--- src/rtl/mul_seq_signed.sv ---
// ---------------------------------------------------------------------------
// mul_seq_signed
//
// Sequential two's-complement multiplier with a register-mapped bus slave.
// One multiplier bit is consumed per clock (shift-add); the MSB of the
// multiplier carries negative weight, so its partial product is subtracted.
// The full 2*SZin-bit product is returned.
//
// Register map (addr):
//   0 : operand A     (write: load, read: sign-extended)
//   1 : operand B     (write: load, read: sign-extended)
//   2 : control/prod  (write: bit0 = start, read: product)
//   3 : status        (read: {zeros, mode, busy, done}, write: no effect)
//
// Ports:
//   clk    - system clock, all state changes on posedge
//   res    - asynchronous active-high reset
//   sel    - slave select; the bus is ignored while low
//   wrt    - 1 = write access, 0 = read access
//   addr   - register address
//   wdata  - write data (SZin bits)
//   rdata  - registered read data (2*SZin bits), holds while not read
//   ready  - 1 when writes/start are accepted (IDLE or DONE)
//   done   - 1 when the product register holds the last started result
//
// Optional feature macro: MUL_UNSIGNED_MODE_EN
//   When defined, control bit 1 written together with start selects
//   unsigned mode (1) or signed mode (0); the mode is latched at start and
//   reported in status bit 2. When undefined the block is signed only and
//   status bit 2 reads 0.
// ---------------------------------------------------------------------------
module mul_seq_signed #(
    parameter int SZin = 8,
    parameter int CNTW = $clog2(SZin) + 1
) (
    input  logic                clk,
    input  logic                res,
    input  logic                sel,
    input  logic                wrt,
    input  logic [1:0]          addr,
    input  logic [SZin-1:0]     wdata,
    output logic [2*SZin-1:0]   rdata,
    output logic                ready,
    output logic                done
);

    localparam int PW = 2 * SZin;
    // Width needed to index one bit of the multiplier.
    localparam int IW = (SZin > 1) ? $clog2(SZin) : 1;

    typedef enum logic [1:0] {
        IDLE = 2'd0,
        BUSY = 2'd1,
        DONE = 2'd2
    } state_t;

    state_t            state;
    logic [SZin-1:0]   op_a;
    logic [SZin-1:0]   op_b;
    logic [SZin-1:0]   m_a;
    logic [SZin-1:0]   m_b;
    logic [PW-1:0]     acc;
    logic [PW-1:0]     prod;
    logic [CNTW-1:0]   cnt;

`ifdef MUL_UNSIGNED_MODE_EN
    logic              mode_u;
`endif

    logic              write_en;
    logic              start;
    logic              last_bit;
    logic              subtract;
    logic              mode_bit;
    logic [IW-1:0]     bit_idx;
    logic [PW-1:0]     a_ext;
    logic [PW-1:0]     pp;
    logic [PW-1:0]     acc_next;
    logic [PW-1:0]     status;

    assign write_en = sel && wrt && ready;
    assign start    = write_en && (addr == 2'd2) && wdata[0];
    assign last_bit = (cnt == CNTW'(SZin - 1));
    assign bit_idx  = cnt[IW-1:0];

`ifdef MUL_UNSIGNED_MODE_EN
    assign mode_bit = mode_u;
`else
    assign mode_bit = 1'b0;
`endif

    assign status = {{(PW-3){1'b0}}, mode_bit, (state == BUSY), done};

    // Partial product for the current multiplier bit. In signed mode the
    // MSB has weight -2^(SZin-1), so that step subtracts instead of adds;
    // everything wraps modulo 2^(2*SZin).
    always_comb begin
        a_ext    = {{SZin{m_a[SZin-1]}}, m_a};
        subtract = last_bit;
`ifdef MUL_UNSIGNED_MODE_EN
        if (mode_u) begin
            a_ext    = {{SZin{1'b0}}, m_a};
            subtract = 1'b0;
        end
`endif
        pp       = m_b[bit_idx] ? (a_ext << cnt) : '0;
        acc_next = subtract ? (acc - pp) : (acc + pp);
    end

    // Control FSM, datapath and bus register file in one sequential block.
    always_ff @(posedge clk or posedge res) begin
        if (res) begin
            state <= IDLE;
            op_a  <= '0;
            op_b  <= '0;
            m_a   <= '0;
            m_b   <= '0;
            acc   <= '0;
            prod  <= '0;
            cnt   <= '0;
            rdata <= '0;
            ready <= 1'b1;
            done  <= 1'b0;
`ifdef MUL_UNSIGNED_MODE_EN
            mode_u <= 1'b0;
`endif
        end else begin
            // Reads are served in every state and reflect pre-edge values.
            if (sel && !wrt) begin
                case (addr)
                    2'd0:    rdata <= {{SZin{op_a[SZin-1]}}, op_a};
                    2'd1:    rdata <= {{SZin{op_b[SZin-1]}}, op_b};
                    2'd2:    rdata <= prod;
                    default: rdata <= status;
                endcase
            end

            if (write_en && (addr == 2'd0)) begin
                op_a <= wdata;
            end
            if (write_en && (addr == 2'd1)) begin
                op_b <= wdata;
            end

            case (state)
                IDLE, DONE: begin
                    if (start) begin
                        // Snapshot operands so later bus writes cannot
                        // disturb the running operation.
                        m_a   <= op_a;
                        m_b   <= op_b;
                        acc   <= '0;
                        cnt   <= '0;
                        ready <= 1'b0;
                        done  <= 1'b0;
                        state <= BUSY;
`ifdef MUL_UNSIGNED_MODE_EN
                        mode_u <= wdata[1];
`endif
                    end
                end
                BUSY: begin
                    acc <= acc_next;
                    cnt <= cnt + 1'b1;
                    if (last_bit) begin
                        prod  <= acc_next;
                        ready <= 1'b1;
                        done  <= 1'b1;
                        state <= DONE;
                    end
                end
                default: begin
                    state <= IDLE;
                    ready <= 1'b1;
                    done  <= 1'b0;
                end
            endcase
        end
    end

endmodule

--- config.mk ---
export PLATFORM = sky130hd
export DESIGN_NAME = mul_seq_signed
export DESIGN_NICKNAME = d
export VERILOG_FILES = /design/src/rtl/mul_seq_signed.sv
export SDC_FILE = /design/constraint.sdc
export NUM_CORES = 1
export LEC_CHECK = 0
export CORE_MARGIN = 2
export CORE_UTILIZATION = 64
export CTS_CLUSTER_SIZE = 16
export DETAILED_ROUTE_END_ITERATION = 7
export PLACE_DENSITY_LB_ADDON = 0.05
export SYNTH_ARGS = -nofsm -noshare
export SYNTH_HDL_FRONTEND = slang
export SYNTH_SLANG_ARGS = --single-unit
--- constraint.sdc ---
create_clock -name clk -period 7.7 [get_ports clk]
set_clock_uncertainty 0.2 [all_clocks]
set_input_delay 0.77 -clock clk [delete_from_list [all_inputs] [get_ports clk]]
set_output_delay 0.77 -clock clk [all_outputs]
set_load 0.05 [all_outputs]
; After elaboration in Yosys (flattened, before gate mapping)
; Cells that the tools add are included.
; Widths: inputs -> output; s select.
[op_classes]
n_shift = 1
n_eq_ne = 7
n_addsub = 3
muxes = 16
n_reduce_logical = 16
order_cmp = 1
[ops]
columns = cell, count
row1 = $mux 16, 3
row2 = $pmux 16 s3, 1
row3 = $pmux 16 s2, 1
row4 = $add 16x16->16, 1
row5 = $shl 16x4->16, 1
row6 = $sub 16x16->16, 1
row7 = $pmux 4 s2, 1
row8 = $reduce_and 2->1, 4
row9 = $logic_and 1x1->1, 7
row10 = $add 4x1->4 const B, 1
row11 = $eq 2x1->1 const B, 2
row12 = $eq 2x2->1 const B, 2
row13 = $eq 4x3->1 const B, 1
row14 = $logic_not 2->1, 2
row15 = $lt 3x4->1 const B, 1
row16 = $mux 2, 2
row17 = $mux 4, 1
row18 = $ne 2x2->1 const B, 2
row19 = $pmux 1 s2, 2
row20 = $pmux 2 s2, 1
row21 = $bmux 1 s3, 1
row22 = $mux 1, 3
row23 = $reduce_bool 2->1, 1
row24 = $reduce_or 2->1, 1
row25 = $logic_not 1->1, 1
[word_totals]
wordCells = 55
out_inout_bits = 18
in_bits = 14
regBits = 88

; Longest topological paths before layout
; Gate-level depths: netlist of the first run.
[depth]
ltp_word = 6
ltp_mapped = 18
depth_no_buf = 17

; Least setup slack after synthesis of the first run
; No wires, ideal clock.
[synth_path]
kind = register to register
start = register cnt[1]
end = register acc[15]
path_slack_ns = 3.536
path_stages_with_launch = 17
t_required_ns = 7.361
setup_time_ns = 0.139
arrival_time_ns = 3.825
path_cell_list = dfrtp_1 > buf_2 > mux4_2 > mux2i_1 > nand3b_1 > ha_1 > nand2_1 > o31ai_1 > xor2_1 > ha_1 > or4_1 > o211a_1 > o221ai_1 > nand2_1 > a41oi_1 > xnor2_1 > o22ai_1
[synth_between]
elab_chain_cells = 6
[synth_lines]
columns = element, line_no
row1 = from (decl), 64  ; logic [CNTW-1:0] cnt;
row2 = from (signal assigned), 164  ; cnt <= cnt + 1'b1;
row3 = $bmux 1 s3, 106  ; pp = m_b[bit_idx] ? (a_ext << cnt) : '0;
row4 = $mux 1 (implied by the code), 106
row5 = $mux 16, 106
row6 = $add 16x16->16 / $sub 16x16->16 (equally long branches), 107  ; acc_next = subtract ? (acc - pp) : (acc + pp);
row7 = $mux 16 (*), 107
row8 = $pmux 16 s2 (*), 145  ; case (state)
row9 = to (signal assigned), 163  ; acc <= acc_next;
row10 = to (decl), 62  ; logic [PW-1:0] acc;
; Every way passes the cells marked *; elsewhere a longest branch is shown, timed or not. The select of a mux whose other input is x is not followed.
; A chain may end at the register's enable or synchronous reset.

; Final worst setup path of the first run
[layout_path]
start = register cnt[1]
end = register prod[11]
[layout_between]
elab_chain_cells = 5
[layout_lines]
columns = element, line_no
row1 = $bmux 1 s3, 106
row2 = $mux 1 (implied by the code), 106
row3 = $mux 16, 106
row4 = $add 16x16->16 / $sub 16x16->16 (equally long branches), 107
row5 = $mux 16, 107
row6 = to (signal assigned), 166  ; prod <= acc_next;
row7 = to (decl), 63  ; logic [PW-1:0] prod;
; Parallel ways exist; a longest one is shown, timed or not. The select of a mux whose other input is x is not followed.

==> results of run 1 <==
-- metal layers --
| metal | track usage | routed length, um | vias to the layer above |
|---|---|---|---|
| li1 | - | - | 1859 |
| met1 | 0.3757 | 4818 | 1889 |
| met2 | 0.4716 | 5691 | 103 |
| met3 | 0.05533 | 531 | 24 |
| met4 | 0.09804 | 254 | 0 |
| met5 | 0 | 0 | - |
-- worst paths after layout --
| check | startpoint | to |
|---|---|---|
| max in group asynchronous | res | cnt[2] |
| hold reg to reg | acc[13] | acc[13] |
| setup / recovery | cnt[1] | prod[11] |
| min in group asynchronous | res | op_b[0] |
| setup reg to reg | cnt[1] | prod[11] |
| hold / removal | acc[13] | acc[13] |
-- synth_stat cells (12+ instances only) --
cell	instances
o22ai_1	15
nand2_1	76
o21ai_0	55
inv_1	12
a21oi_1	25
ha_1	17
dfrtp_1	86
nor2_1	28
xor2_1	16
mux2_2	35
mux2i_1	12
clkbuf_1	17
-- logic make-up after synthesis --
group / share of synthesized area
buffers and inverters: 0.02953
AND/OR/NAND/NOR: 0.1419
multiplexers: 0.1556
flip-flops: 0.4320
adder cells (fa/ha/maj): 0.04615
XOR/XNOR: 0.04516
AO/OA/AOI/OAI: 0.1496
-- layout make-up --
| type | instances | area [um2] | area share |
|---|---|---|---|
| Tap cell | 102 | 127.6 | 0.02279 |
| Multi-Input combinational cell | 385 | 2718 | 0.4854 |
| Sequential cell | 87 | 2178 | 0.3891 |
| Inverter | 13 | 50.05 | 0.008939 |
| Clock buffer | 13 | 148.9 | 0.02659 |
| Timing Repair Buffer | 34 | 332.8 | 0.05944 |
| Clock inverter | 3 | 43.79 | 0.007821 |
-- through the flow --
step,power (mW),std cells,util
6_report,1.789,637,0.7284
5_1_grt,1.915,637,0.7284
4_1_cts,1.785,637,0.7284
3_5_place_dp,1.464,621,0.7033
3_3_place_gp,1.427,621,0.7033
2_1_floorplan,1.264,509,-
-- flip-flops by register name, indices dropped and copies added (netlist names) --
name / flops
acc: 16
cnt: 4
done: 1
m_a: 8
m_b: 8
op_a: 8
op_b: 8
prod: 16
rdata: 16
ready: 1
state: 1
-- tightest hold or removal path: stages, from the launching register on --
cell,delay (ps)
dfrtp_1,350
nand2_1,50
o21ai_0,60
-- where the power goes --
part / internal [mW] / total [mW] / switching [mW]
clock network: 0.160 / 0.322 / 0.162
logic: 0.318 / 0.760 / 0.442
registers: 0.576 / 0.707 / 0.131
total: 1.05 / 1.79 / 0.734
-- placed cells by master (no fill, tap or decap), types with 6 or more instances in the layout --
master	instances
ha_1	17
xor2_1	16
mux2_2	35
nand2_1	76
o22ai_1	15
xnor2_1	10
clkdlybuf4s50_1	31
nor2_1	27
nand2b_1	10
nand3_1	10
a21oi_1	25
mux4_1	6
clkbuf_8	10
inv_1	11
dfrtp_1	86
mux2i_1	12
o21ai_0	55
nor2b_1	7
==> impl_metrics.toml, run 1 <==
[status]
outcome = "completed"

[clock_network]
clk_pin_slew_worst_paths_ps = 90
clk_latency_ps = 360
numCtsBuffers = 9
clk_path_buf_depth = 2
cts_tree = "done"
h-tree-depth = 3
hold_buffers = 0
clkSinkCount = 87
cts_setup_buffers = 0
cts-root-buf = "clkbuf_8"
cts_resized = 0

[final_layout]
diodes = 0
area_delta_synth_final_pct = 11.04
design_area_mm2 = 0.005599
fill_cells = 553
drive_gt1_frac = 0.1234
final_nets = 562

[placed_design]
gp_congestion = 0.9767
dpl.hpwl_um = 8272
numPortBuffers = 31
pre_cts_ws_ps = 2796
postPlaceCellArea_mm2 = 0.005406

[yosys]
synth_nets = 541
synth-main-ff-cell = "dfrtp_1"
post_synth.cell_area_avg_um2 = 9.906
yosysTopAreaCell = "dfrtp_1"
synthArstFlopShare = 1.000
synth_top_area_share = 0.4268
synth_cell_types = 53
ys.warnings.count = 0
postSynthCellCount = 509
synthTopCellsByArea = "dfrtp_1 43%, mux2_2 7.8%, nand2_1 5.7%"
synth_seq_area_share = 0.4320
ys_ff_latch = 87
synth_edf_count = 0
synth_area_mm2 = 0.005042

[detailed_routing]
drc = 0
ant_nets = 0
finalWirelength_um = 11300
num_vias = 3875
wl_per_cell_um = 17.73
drt-initial-drc-count = 301
drtPass1Iterations = 5
vias_per_cell = 6.083

[worst_setup_path]
crit_path_start_kind = "flip-flop"
slowest_delay_ps = 790
crit_chain = "mux4_2, mux2i_1, nand3b_1, ha_1, nand2_1, o31ai_1, xor2_1, ha_1, or4_1, o211a_1, o221ai_1, nand2b_1, a21oi_1, xor2_1, o21ai_0"
cp.required_ps = 7700
worstSetupPathType = "flip-flop to flip-flop"
path_buf_inv = 0
critPathMaxFanout = 22
arrival_ps = 5040
slowest_stage = "dfrtp_1"
r2r_slack_ps = 2650
critical_path_cell_count = 15
endpoint_kind = "flip-flop"
crit_family = "compound AO/OA/AOI/OAI gates"
reg2reg_depth = 15

[sta]
slew_viol_final = 0
hold_viol = 0
rsz0062_at_grt = "false"
post-route-period-util = 0.6553
tightestPinTransition_ps = 1287
whs_ps = 291.3
setup_violations = 0
tns_ps = 0
slew_headroom = 0.1402
max_freq_mhz = 198.2
period_needed_ps = 5046
layout_setup_ws_ps = 2654

[die]
io-pin-count = 32
start_util = 0.6559
rows = 32
die_area_mm2 = 0.008604
die-height_um = 92.76
core_mm2 = 0.007687
die_w_um = 92.76

[hold_path]
hp-class = "flip-flop to flip-flop"
hold_path_depth = 2

[global_route]
grt_remaining_overflow = 0
grt_pass1_wl_um = 18980
grt_start_max_net_pins = 88
antenna_found_initial = 0
grt_pass1_vias = 3827
grt_use_total = 0.2844

[run]
drv_cap = 0

[pwr]
peakVddDrop_mv = 0.1395
p_leak_nw = 2.561
power_density_mw_per_mm2 = 319.5
(Power assumes the default switching activity.)
==> run 2: changes to the inputs <==
--- a/config.mk
+++ b/config.mk
@@ -6,7 +6,7 @@
 export NUM_CORES = 1
 export LEC_CHECK = 0
 export CORE_MARGIN = 2
-export CORE_UTILIZATION = 64
+export CORE_UTILIZATION = 54
 export CTS_CLUSTER_SIZE = 16
 export DETAILED_ROUTE_END_ITERATION = 7
 export PLACE_DENSITY_LB_ADDON = 0.05
==> constraint.sdc (replaced) <==
create_clock -name clk -period 4.25 [get_ports clk]
set_clock_uncertainty 0.2 [all_clocks]
set_input_delay 0.425 -clock clk [delete_from_list [all_inputs] [get_ports clk]]
set_output_delay 0.425 -clock clk [all_outputs]
set_load 0.05 [all_outputs]
==> impl_metrics.toml, run 2 (same netlist as run 1, synthesis figures left out) <==
[clock_network]
h-tree-depth = 3
cts-root-buf = "clkbuf_8"
cts_tree = "done"
clk_path_buf_depth = 2
clkSinkCount = 87
numCtsBuffers = 9
clk_pin_slew_worst_paths_ps = 90
clk_latency_ps = 340

[pwr]
peakVddDrop_mv = 0.2901
intPower_mw = 2.095
p_clk_frac = 0.168
power_density_mw_per_mm2 = 573.5
seqPwrFrac = 0.350
power_frac_comb = 0.481
power.switching_mw = 1.388
report.power.total_mw = 3.484
p_sw_frac = 0.3985
p_leak_nw = 2.786

[final_layout]
final_core_util = 0.6637
diodes = 0
multi_input_area_mm2 = 0.002819
drive_gt1_frac = 0.2431
reg_top3 = "acc x16, prod x16, rdata x16"
fill_cells = 721
design_area_mm2 = 0.006075
most-common-layout-cells = "84 x dfrtp_1, 75 x nand2_1, 49 x o21ai_0, 46 x buf_4, 35 x mux2_2"
area_delta_synth_final_pct = 20.47
final_nets = 607
final_common_cell = "dfrtp_1"
register_area_mm2 = 0.002181

[status]
outcome = "completed"

[die]
die_area_mm2 = 0.01013
core_mm2 = 0.009153
rows = 35
die-height_um = 100.6
die_w_um = 100.6
start_util = 0.5509
io-pin-count = 32

[worst_setup_path]
cp.required_ps = 4250
r2r_end = "acc[15]"
crit_path_start_kind = "flip-flop"
reg2reg_depth = 15
critPathMaxFanout = 8
worstSetupPathType = "flip-flop to flip-flop"
arrival_ps = 4130
endpoint_kind = "flip-flop"
reg2reg_from = "cnt[0]"
r2r_slack_ps = 120

[hold_path]
hp-class = "input port to asynchronous set/reset pin"

[sta]
tns_ps = 0
slew_headroom = 0.3743
hold_viol = 0
post-route-period-util = 0.9708
max_freq_mhz = 242.4
slew_viol_final = 0
rsz0062_at_grt = "true"
tightestPinTransition_ps = 936.2
period_needed_ps = 4126
setup_violations = 0

[run]
drv_cap = 0

[detailed_routing]
top_layer_used = "met4"
drt-initial-drc-count = 160
ant_nets = 0
drtPass1Iterations = 5
wl_per_cell_um = 16.78
wl_met2_um = 5862
drt-met1-wl_um = 5101
met3_length_um = 406
num_vias = 3971
finalWirelength_um = 11600
drc = 0
vias_per_cell = 5.747

[placed_design]
postPlaceCellArea_mm2 = 0.005710
gp_congestion = 0.8771
dpl.hpwl_um = 8676
numPortBuffers = 31

[global_route]
grt_pass1_vias = 3899
antenna_found_initial = 0
grt_use_total = 0.2435
grt_start_max_net_pins = 39
grt_pass1_wl_um = 19240
grt_remaining_overflow = 0
==> run 2: layer usage <==
layer  global-route usage  vias to the layer above
met4              0.07271                        0
met5                    0                        -
met2               0.4108                       87
met1               0.3289                     1929
met3              0.03259                       20
li1                     -                     1935
==> run 2: worst max path at each step <==
stage | depth (start not counted) | start | slack (ps) | endpoint
global route | 15 | cnt[0] | -40 | prod[13]
CTS | 15 | cnt[0] | 3 | prod[13]
detailed placement | 15 | cnt[0] | -50 | prod[13]
global placement | 14 | cnt[0] | 9 | prod[14]
floorplan | 16 | cnt[1] | 90 | acc[15]
finish | 15 | cnt[0] | 120 | acc[15]
==> run 2: layout make-up <==
cell class                      instances  area share
Multi-Input combinational cell        385      0.4641
Tap cell                              111     0.02286
Timing Repair Buffer                   79      0.1116
Clock inverter                          5     0.01092
Sequential cell                        87      0.3590
Inverter                               13    0.008239
Clock buffer                           11     0.02328
==> run 2: power groups by stage <==
| stage | sequential, mW | combinational (mW) | clock [mW] |
|---|---|---|---|
| floorplan | 1.28 | 1.01 | 0 |
| detailed placement | 1.23 | 1.52 | 0 |
| CTS | 1.22 | 1.53 | 0.603 |
| global placement | 1.23 | 1.49 | 0 |
| global route | 1.25 | 1.87 | 0.636 |
| finish | 1.22 | 1.68 | 0.586 |
==> run 2: worst max-delay path: stages, from the launching register on <==
cell	delay, ps
dfrtp_2	470
buf_6	170
mux4_1	580
buf_4	170
a21oi_1	190
a2bb2oi_2	160
nor2_1	70
or3_1	400
o31ai_2	270
xor2_1	190
ha_1	270
a21o_1	200
a21o_1	190
a41oi_2	220
xnor2_2	150
o22ai_1	90
==> run 2: metrics by stage <==
stage	std cells	setup slack [ps]	hold WS, ps
finish	691	123.9	151.6
global route	691	-44.67	159.6
global placement	669	9.202	263.1
CTS	685	2.620	152.0
detailed placement	669	-45.87	269.4
floorplan	509	86.30	245.2
==> run 2: timing repair <==
action,4_1_cts,5_1_grt
hold buffers,0,0
pin swaps,0,10
resized for setup,2,37
buffers inserted,0,6
setup endpoints to repair,7,16
